===== src/rtl/regwrite_arbiter_if.sv =====
// Bundle of signals between the write-port controller, the ALU/load producers,
// the issue-stage hazard queries and the register file write port.
interface regwrite_arbiter_if;
    logic        alu_valid;
    logic        alu_ready;
    logic [4:0]  alu_rd;
    logic [63:0] alu_data;
    logic        ld_valid;
    logic        ld_ready;
    logic [4:0]  ld_rd;
    logic [63:0] ld_data;
    logic        ld_issue;
    logic [4:0]  ld_issue_rd;
    logic [4:0]  q1_reg;
    logic [4:0]  q2_reg;
    logic [4:0]  q3_reg;
    logic        q1_busy;
    logic        q2_busy;
    logic        q3_busy;
    logic        RegWrite;
    logic [4:0]  Write_register;
    logic [63:0] Write_d;

    modport master (
        output alu_valid, alu_rd, alu_data,
        output ld_valid, ld_rd, ld_data, ld_issue, ld_issue_rd,
        output q1_reg, q2_reg, q3_reg,
        input  alu_ready, ld_ready, q1_busy, q2_busy, q3_busy,
        input  RegWrite, Write_register, Write_d
    );

    modport slave (
        input  alu_valid, alu_rd, alu_data,
        input  ld_valid, ld_rd, ld_data, ld_issue, ld_issue_rd,
        input  q1_reg, q2_reg, q3_reg,
        output alu_ready, ld_ready, q1_busy, q2_busy, q3_busy,
        output RegWrite, Write_register, Write_d
    );
endinterface


===== src/rtl/regwrite_arbiter.sv =====
// Shares the register file write port between ALU writeback (via a skid FIFO)
// and load returns, and tracks outstanding load destinations for hazard stalls.
module regwrite_arbiter #(
    parameter int ALU_FIFO_DEPTH = 2
) (
    input logic          clk,
    input logic          rst,
    regwrite_arbiter_if.slave bus
);
    localparam int         PTR_W = $clog2(ALU_FIFO_DEPTH);
    localparam logic [4:0] XZR   = 5'd31;

    logic [4:0]                fifo_rd_q   [ALU_FIFO_DEPTH];
    logic [63:0]               fifo_data_q [ALU_FIFO_DEPTH];
    logic [ALU_FIFO_DEPTH-1:0] fifo_vld_q, fifo_vld_d;
    logic [PTR_W-1:0]          wr_ptr_q, wr_ptr_d, rd_ptr_q, rd_ptr_d;
    logic                      last_ld_q, last_ld_d;
    logic                      rw_q, rw_d;
    logic [4:0]                wreg_q, wreg_d;
    logic [63:0]               wd_q, wd_d;
    logic [30:0]               sb_q, sb_d;

    logic fifo_full, fifo_empty, alu_push, ld_win, alu_win;
    logic [4:0]  win_rd;
    logic [63:0] win_data;

    // Per-slot valid bits make full/empty and the busy search trivial.
    assign fifo_full  = fifo_vld_q[wr_ptr_q];
    assign fifo_empty = !fifo_vld_q[rd_ptr_q];
    assign alu_push   = bus.alu_valid && bus.alu_ready;

    // Last-winner flag only flips when both sides actually contend.
    assign ld_win  = !rst && bus.ld_valid && (fifo_empty || !last_ld_q);
    assign alu_win = !rst && !fifo_empty && !ld_win;

    assign bus.alu_ready      = !fifo_full && !rst;
    assign bus.ld_ready       = ld_win;
    assign bus.RegWrite       = rw_q;
    assign bus.Write_register = wreg_q;
    assign bus.Write_d        = wd_q;

    function automatic logic is_busy(input logic [4:0] q);
        logic hit;
        hit = 1'b0;
        if (q != XZR) begin
            if (sb_q[q]) hit = 1'b1;
            for (int i = 0; i < ALU_FIFO_DEPTH; i++) begin
                if (fifo_vld_q[i] && (fifo_rd_q[i] == q)) hit = 1'b1;
            end
            if (rw_q && (wreg_q == q)) hit = 1'b1;
        end
        return hit && !rst;
    endfunction

    always_comb begin
        bus.q1_busy = is_busy(bus.q1_reg);
        bus.q2_busy = is_busy(bus.q2_reg);
        bus.q3_busy = is_busy(bus.q3_reg);
    end

    always_comb begin
        win_rd   = bus.ld_rd;
        win_data = bus.ld_data;
        if (alu_win) begin
            win_rd   = fifo_rd_q[rd_ptr_q];
            win_data = fifo_data_q[rd_ptr_q];
        end
    end

    always_comb begin
        fifo_vld_d = fifo_vld_q;
        wr_ptr_d   = wr_ptr_q;
        rd_ptr_d   = rd_ptr_q;
        if (alu_win) begin
            fifo_vld_d[rd_ptr_q] = 1'b0;
            rd_ptr_d             = rd_ptr_q + PTR_W'(1);
        end
        if (alu_push) begin
            fifo_vld_d[wr_ptr_q] = 1'b1;
            wr_ptr_d             = wr_ptr_q + PTR_W'(1);
        end
    end

    always_comb begin
        last_ld_d = last_ld_q;
        if (bus.ld_valid && !fifo_empty) last_ld_d = ld_win;
        rw_d   = 1'b0;
        wreg_d = wreg_q;
        wd_d   = wd_q;
        if (ld_win || alu_win) begin
            rw_d   = (win_rd != XZR);
            wreg_d = win_rd;
            wd_d   = win_data;
        end
    end

    // Set is applied after clear so a same-cycle issue keeps the bit pending.
    always_comb begin
        sb_d = sb_q;
        if (ld_win && (bus.ld_rd != XZR)) sb_d = sb_d & ~(31'(1) << bus.ld_rd);
        if (bus.ld_issue && (bus.ld_issue_rd != XZR)) sb_d = sb_d | (31'(1) << bus.ld_issue_rd);
    end

    always_ff @(posedge clk) begin
        if (alu_push) begin
            fifo_rd_q[wr_ptr_q]   <= bus.alu_rd;
            fifo_data_q[wr_ptr_q] <= bus.alu_data;
        end
    end

    always_ff @(posedge clk) begin
        if (rst) begin
            fifo_vld_q <= '0;
            wr_ptr_q   <= '0;
            rd_ptr_q   <= '0;
            last_ld_q  <= 1'b0;
            rw_q       <= 1'b0;
            wreg_q     <= '0;
            wd_q       <= '0;
            sb_q       <= '0;
        end else begin
            fifo_vld_q <= fifo_vld_d;
            wr_ptr_q   <= wr_ptr_d;
            rd_ptr_q   <= rd_ptr_d;
            last_ld_q  <= last_ld_d;
            rw_q       <= rw_d;
            wreg_q     <= wreg_d;
            wd_q       <= wd_d;
            sb_q       <= sb_d;
        end
    end
endmodule


===== src/flat_wrapper.sv =====
// flat-port wrapper written by rule: the top's interface ports become plain ports
module regwrite_arbiter_flat 
#(
    parameter int ALU_FIFO_DEPTH = 2
)
  (clk, rst, bus_alu_valid, bus_alu_rd, bus_alu_data, bus_ld_valid, bus_ld_rd, bus_ld_data, bus_ld_issue, bus_ld_issue_rd, bus_q1_reg, bus_q2_reg, bus_q3_reg, bus_alu_ready, bus_ld_ready, bus_q1_busy, bus_q2_busy, bus_q3_busy, bus_RegWrite, bus_Write_register, bus_Write_d);
  regwrite_arbiter_if bus_i ();
  input logic clk;
  input logic rst;
  input wire logic [$bits(bus_i.alu_valid)-1:0] bus_alu_valid;
  input wire logic [$bits(bus_i.alu_rd)-1:0] bus_alu_rd;
  input wire logic [$bits(bus_i.alu_data)-1:0] bus_alu_data;
  input wire logic [$bits(bus_i.ld_valid)-1:0] bus_ld_valid;
  input wire logic [$bits(bus_i.ld_rd)-1:0] bus_ld_rd;
  input wire logic [$bits(bus_i.ld_data)-1:0] bus_ld_data;
  input wire logic [$bits(bus_i.ld_issue)-1:0] bus_ld_issue;
  input wire logic [$bits(bus_i.ld_issue_rd)-1:0] bus_ld_issue_rd;
  input wire logic [$bits(bus_i.q1_reg)-1:0] bus_q1_reg;
  input wire logic [$bits(bus_i.q2_reg)-1:0] bus_q2_reg;
  input wire logic [$bits(bus_i.q3_reg)-1:0] bus_q3_reg;
  output wire logic [$bits(bus_i.alu_ready)-1:0] bus_alu_ready;
  output wire logic [$bits(bus_i.ld_ready)-1:0] bus_ld_ready;
  output wire logic [$bits(bus_i.q1_busy)-1:0] bus_q1_busy;
  output wire logic [$bits(bus_i.q2_busy)-1:0] bus_q2_busy;
  output wire logic [$bits(bus_i.q3_busy)-1:0] bus_q3_busy;
  output wire logic [$bits(bus_i.RegWrite)-1:0] bus_RegWrite;
  output wire logic [$bits(bus_i.Write_register)-1:0] bus_Write_register;
  output wire logic [$bits(bus_i.Write_d)-1:0] bus_Write_d;
  assign bus_i.alu_valid = bus_alu_valid;
  assign bus_i.alu_rd = bus_alu_rd;
  assign bus_i.alu_data = bus_alu_data;
  assign bus_i.ld_valid = bus_ld_valid;
  assign bus_i.ld_rd = bus_ld_rd;
  assign bus_i.ld_data = bus_ld_data;
  assign bus_i.ld_issue = bus_ld_issue;
  assign bus_i.ld_issue_rd = bus_ld_issue_rd;
  assign bus_i.q1_reg = bus_q1_reg;
  assign bus_i.q2_reg = bus_q2_reg;
  assign bus_i.q3_reg = bus_q3_reg;
  assign bus_alu_ready = bus_i.alu_ready;
  assign bus_ld_ready = bus_i.ld_ready;
  assign bus_q1_busy = bus_i.q1_busy;
  assign bus_q2_busy = bus_i.q2_busy;
  assign bus_q3_busy = bus_i.q3_busy;
  assign bus_RegWrite = bus_i.RegWrite;
  assign bus_Write_register = bus_i.Write_register;
  assign bus_Write_d = bus_i.Write_d;
  regwrite_arbiter #(.ALU_FIFO_DEPTH(ALU_FIFO_DEPTH)) u_core (.clk(clk), .rst(rst), .bus(bus_i));
endmodule

===== config.mk =====
export PLATFORM = sky130hd
export DESIGN_NAME = regwrite_arbiter_flat
export DESIGN_NICKNAME = d
export VERILOG_FILES = /design/src/rtl/regwrite_arbiter_if.sv /design/src/rtl/regwrite_arbiter.sv /design/src/flat_wrapper.sv
export SDC_FILE = /design/constraint.sdc
export NUM_CORES = 1
export LEC_CHECK = 0
export CORE_MARGIN = 5
export CORE_UTILIZATION = 45
export CTS_BUF_LIST = sky130_fd_sc_hd__clkbuf_2 sky130_fd_sc_hd__clkbuf_4 sky130_fd_sc_hd__clkbuf_8
export DETAILED_ROUTE_END_ITERATION = 10
export GPL_ROUTABILITY_DRIVEN = 0
export HOLD_SLACK_MARGIN = 0.12
export PLACE_DENSITY = 0.72
export SLEW_MARGIN = 20
export SYNTH_ARGS = -nofsm -noshare
export SYNTH_HDL_FRONTEND = slang
export SYNTH_SLANG_ARGS = --single-unit

===== constraint.sdc =====
create_clock -name clk -period 4.55 [get_ports clk]
set_clock_uncertainty 0.1 [all_clocks]
set_input_delay 1.1375 -clock clk [delete_from_list [all_inputs] [get_ports clk]]
set_output_delay 1.1375 -clock clk [all_outputs]
set_load 0.01 [all_outputs]

Word-level counts from Yosys, hierarchy flattened
Memory sizes are Yosys's and may differ from the RTL's. A register that Yosys moved wholly into a read port is not among the register bits. Cells that the tools add are included.

Bits in registers: 106. Memory bits (writable): 138. Output and inout bits: 75. Memories kept: 2.

Memory list: u_core.fifo_data_q (depth 2, width 64, rd ports 1, clocked after Yosys merged registers in 1, write ports 1, RTL line regwrite_arbiter.sv:14) `logic [63:0] fifo_data_q [ALU_FIFO_DEPTH];`; u_core.fifo_rd_q (depth 2, width 5, rd ports 3, clocked after Yosys merged registers in 1, write ports 1, RTL line regwrite_arbiter.sv:13) `logic [4:0] fifo_rd_q [ALU_FIFO_DEPTH];`.

Add/sub/neg operators: 2. Order comparisons: 7. Equal/unequal tests: 15. Shift operators: 2. Multiplexer cells: 41. Bitwise operators: 7. Reductions and logical operators: 31.

Operators by type and width (number): $mux W64 (1); $mux W31 (2); $shl A1 B5 Y31 const A (2); $eq A5 B5 Y1 (9); $and A31 B31 Y31 (1); $not A31 Y31 (1); $or A31 B31 Y31 (1); $mux W1 (30); $ne A5 B5 Y1 const B (6); $logic_and A1 B1 Y1 (23); $lt A5 B6 Y1 const B (3); $bmux W1 S5 (3); $logic_not A1 Y1 (5); $mux W5 (1); $lt A1 B2 Y1 const B (2); $mux W2 (2); $add A1 B1 Y1 const B (2); $and A2 B2 Y2 (1); $demux W1 S1 (2); $ge A1 B1 Y1 const B (2); $logic_or A1 B1 Y1 (2); $not A2 Y2 (1); $or A2 B2 Y2 (1); $reduce_or A2 Y1 (1); $not A1 Y1 (1).

Longest topological paths before layout
Word-level depth: 10. Mapped depth: 8.

Worst setup path after synthesis
No wires, ideal clock.

Path type: input to output. Start point: input port bus_q2_reg[1]. End point: output port bus_q2_busy. Arrival time: 2.683 ns. Required time: 3.313 ns. Path slack: 0.630 ns. Stages on the path: 6. Buffers on the path: 2. Path through: buf_2 > buf_4 > mux4_1 > mux4_2 > a2111oi_2 > a311oi_1.

Longest elaborated chain between the ends: 8.

Ends and longest elaborated chain: start: declaration (RTL line flat_wrapper.sv:19) `input wire logic [$bits(bus_i.q2_reg)-1:0] bus_q2_reg;`; $bmux W1 S5 (RTL line regwrite_arbiter.sv:46) `if (sb_q[q]) hit = 1'b1;`; $mux W1 (not written as such) (RTL line regwrite_arbiter.sv:46); $mux W1 (RTL line regwrite_arbiter.sv:46); $mux W1 (2 in series) (RTL line regwrite_arbiter.sv:48) `if (fifo_vld_q[i] && (fifo_rd_q[i] == q)) hit = 1'b1;`; $mux W1 (RTL line regwrite_arbiter.sv:50) `if (rw_q && (wreg_q == q)) hit = 1'b1;`; $mux W1 (*) (RTL line regwrite_arbiter.sv:45) `if (q != XZR) begin`; $logic_and A1 B1 Y1 (*) (RTL line regwrite_arbiter.sv:52) `return hit && !rst;`; end: declaration (RTL line flat_wrapper.sv:24) `output wire logic [$bits(bus_i.q2_busy)-1:0] bus_q2_busy;`.

Every way passes the cells marked *; elsewhere a longest branch is shown, timed or not. The select of a mux whose other input is x is not followed.

Worst setup path in the final report
Start point: input port bus_q1_reg[0]. End point: output port bus_q1_busy.

Longest elaborated chain between the ends: 8.

Ends and longest elaborated chain: start: declaration (RTL line flat_wrapper.sv:18) `input wire logic [$bits(bus_i.q1_reg)-1:0] bus_q1_reg;`; $bmux W1 S5 (RTL line regwrite_arbiter.sv:46); $mux W1 (not written as such) (RTL line regwrite_arbiter.sv:46); $mux W1 (RTL line regwrite_arbiter.sv:46); $mux W1 (2 in series) (RTL line regwrite_arbiter.sv:48); $mux W1 (RTL line regwrite_arbiter.sv:50); $mux W1 (*) (RTL line regwrite_arbiter.sv:45); $logic_and A1 B1 Y1 (*) (RTL line regwrite_arbiter.sv:52); end: declaration (RTL line flat_wrapper.sv:23) `output wire logic [$bits(bus_i.q1_busy)-1:0] bus_q1_busy;`.

Marks and branches as above.

==> impl_metrics.csv <==
group,metric,value,unit
route,dr.pass1.iters,5,
synthesis,synth-seq-cells,245,
cts,cts_tree,"yes",
cts,numCtsBuffers,41,
floorplanning,die_area,0.0271,mm²
final_layout,n_antenna_cell,0,
synthesis,ys_types,47,
floorplanning,rows,56,
cts,clock_sinks,245,
placement,dp_hpwl,20900,µm
sta,fin_crit_sh,98.2,%
final_layout,multi_input_area,0.00418,mm²
grt,grt_pass1_vias,8552,
synthesis,yosysTopAreaCell,"edfxtp_1",
grt,grt_max_degree,70,
grt,antenna_found_initial,2,
final_layout,fin_util,61.2,%
final_layout,area_growth_syn_to_layout,33.9,%
final_layout,fillerInstances,1942,
cts,cts.clk_slew.worst_paths,0.06,ns
sta,whs,0.348,ns
route,vias,8281,
cts,h-tree-depth,2,
setup_path,path_class,"in2out",
floorplanning,start_util,45.7,%
power,p_total,0.00502,W
floorplanning,die_w,165,µm
cts,cts-root-buf,"clkbuf_8",
grt,gr-total-overflow,0,
final_layout,final_cells,1499,
setup_path,required,3.31,ns
synthesis,synth_top_flop_cell,"edfxtp_1",
synthesis,synth.cell_area,0.0108,mm²
cts,clk_latency,0.51,ns
power,vdd_ir_drop_max,0.248,mV
setup_path,endpoint_kind,"primary output",
grt,groute.usage.overall,22.0,%
sta,slew_viol_final,0,
route,drc,0,
sta,tightest_slew,1.07,ns
route,drt_iter0_markers,621,
route,wirelength,30500,µm
synthesis,avgSynthCellArea,11.9,µm²
floorplanning,ioPinCount,238,
route,ant_nets,0,
synthesis,synth_top_area_share,38.5,%
power,power-per-cell-area,348,mW/mm²
route,post_drt_wl_per_cell,20.3,µm
floorplanning,core_area,0.0235,mm²
worst_hold_path,hold_class,"reg2reg",
setup_path,arrival,3.23,ns
placement,pre_cts_ws,-0.478,ns
sta,post-route-min-period,4.47,ns
cts,clk_path_buf_depth,3,
sta,setup_viol,0,
sta,timing.fmax,224,MHz
placement,port_buffers,237,
synthesis,synth_fp_nets,1065,
final_layout,final-seq-area,0.00629,mm²
sta,maxSlewHeadroom,28.8,%
route,avgViaCountPerCell,5.52,
flow_run,drv_cap,0,
synthesis,synth_warnings,0,
synthesis,yosysSeqAreaShare,58.4,%
cts,cts_setup_buffers,0,
final_layout,finalNetCount,1311,
power,leakage,4.83,nW
sta,grt_setup_unrepaired,"yes",
setup_path,cp_max_fo,13,
sta,setup_slack,0.0797,ns
synthesis,async_flop_share,0,%
synthesis,netlist_instances,902,
synthesis,synth_enable_flop_cells,138,
sta,finalHoldViolCount,0,
synthesis,synthTopCellsByArea,"edfxtp_1 38%, dfxtp_1 20%, mux2_2 5.3%, a21oi_1 4.6%, mux4_2 4.0%",
setup_path,worstSetupStartpointType,"input port",
floorplanning,die_h,165,µm
outcome,outcome,"finished clean",
placement,dp.cells,1424,
grt,grt_pass1_wl,46700,µm
final_layout,drive_gt1_share,16.4,%
-- critical path, cell delays in order --
cell and delay, ns:
clkdlybuf4s50_1 0.51, buf_12 0.17, mux4_2 0.49, mux2i_1 0.23, nor3_1 0.07, nor3_1 0.18
a221oi_1 0.12, dlygate4sd2_1 0.31
-- where the power goes --
| group | internal, W | switching [W] |
|---|---|---|
| registers | 0.00243 | 0.0000570 |
| logic | 0.000328 | 0.000284 |
| clock network | 0.00109 | 0.000830 |
| total | 0.00385 | 0.00117 |
-- cell families after synthesis --
family | count (synthesis) | synth area share [%]
DFF | 245 | 58.4
AOI/OAI and AO/OA | 228 | 12.8
muxes | 101 | 12.7
buffers and inverters | 74 | 3.06
and+or+nand+nor | 207 | 9.19
xor gates and xnor gates | 47 | 3.82
-- flip-flops by register name, summed over array words and instances (netlist names), named ones only --
name and count:
u_core.sb_q 31, u_core.rd_ptr_q 1, u_core.bus.RegWrite 1, u_core.fifo_data_q 128, u_core.wr_ptr_q 1, u_core.fifo_vld_q 2
u_core.fifo_rd_q 10, u_core.bus.Write_d 64, u_core.bus.Write_register 5, u_core.last_ld_q 1
-- cell type report --
type	count	area share, %
flip-flops and latches	245	43.6
inverters	4	0.104
repair buffers	273	18.8
well taps	319	2.77
clock buffers	63	5.10
clock inverters	12	0.582
multi-input cells	583	29.0
-- cells in the final DEF (no fill, tap or decap), drive strengths merged, types with 27 or more instances in the layout --
| master | n |
|---|---|
| clkbuf | 64 |
| clkdlybuf4s50 | 231 |
| xor2 | 36 |
| mux2i | 27 |
| buf | 37 |
| nand2 | 114 |
| edfxtp | 138 |
| o21ai | 50 |
| a21oi | 98 |
| dfxtp | 107 |
| mux2 | 52 |
| o221ai | 38 |
-- stage by stage --
step                cell area, µm²  setup TNS [ns]
floorplan                    10800               0
global placement             13600          -0.724
detailed placement           13600          -0.838
CTS                          14400               0
global route                 14400         -0.0218
finish                       14400               0
-- Yosys cell counts, types with 2 or more instances --
cell / count
or2_2: 2
a21oi_1: 98
o22ai_1: 15
mux2i_1: 27
nor2_1: 16
nor2b_1: 9
edfxtp_1: 138
nand2b_1: 4
xor2_1: 36
xnor2_1: 11
nand3_1: 15
mux2_2: 51
nor3b_1: 3
dfxtp_1: 107
clkbuf_1: 32
inv_1: 3
buf_2: 32
nor3_1: 4
mux4_1: 3
a311oi_1: 2
a31oi_1: 2
and3_1: 5
o21ai_1: 33
and2_1: 5
buf_1: 3
o21ai_0: 17
o211ai_1: 13
mux4_2: 19
nand4b_1: 2
buf_4: 3
nand2_1: 113
o221ai_1: 38
nand3b_1: 15
nor4_1: 9
a211oi_1: 5
-- worst paths after layout --
check                                            from                             endpoint  slack [ns]  depth (start not counted)
setup reg to reg         u_core.rd_ptr_q$_SDFFE_PP0N_            u_core.sb_q[7]$_SDFF_PP0_        1.74                          7
hold reg to reg   u_core.bus.Write_d[58]$_SDFFE_PP0N_  u_core.bus.Write_d[58]$_SDFFE_PP0N_        0.35                          2
hold / removal    u_core.bus.Write_d[58]$_SDFFE_PP0N_  u_core.bus.Write_d[58]$_SDFFE_PP0N_        0.35                          2
setup / recovery                        bus_q1_reg[0]                          bus_q1_busy        0.08                          8
-- what timing repair did --
item,in CTS,in global routing
pin swaps,0,0
hold buffers,0,0
gates resized for setup,10,4
setup endpoints to repair,3,3
endpoints found under the hold margin,0,0
-- metal layers --
| metal | vias up | global-route usage (%) | wire length (µm) |
|---|---|---|---|
| li1 | 3895 | - | - |
| met1 | 3974 | 27.1 | 12100 |
| met2 | 353 | 36.6 | 14700 |
| met3 | 55 | 7.79 | 3010 |
| met4 | 4 | 6.35 | 677 |
| met5 | - | 0 | 27 |
Note: power is estimated with default switching activity, not from simulation.
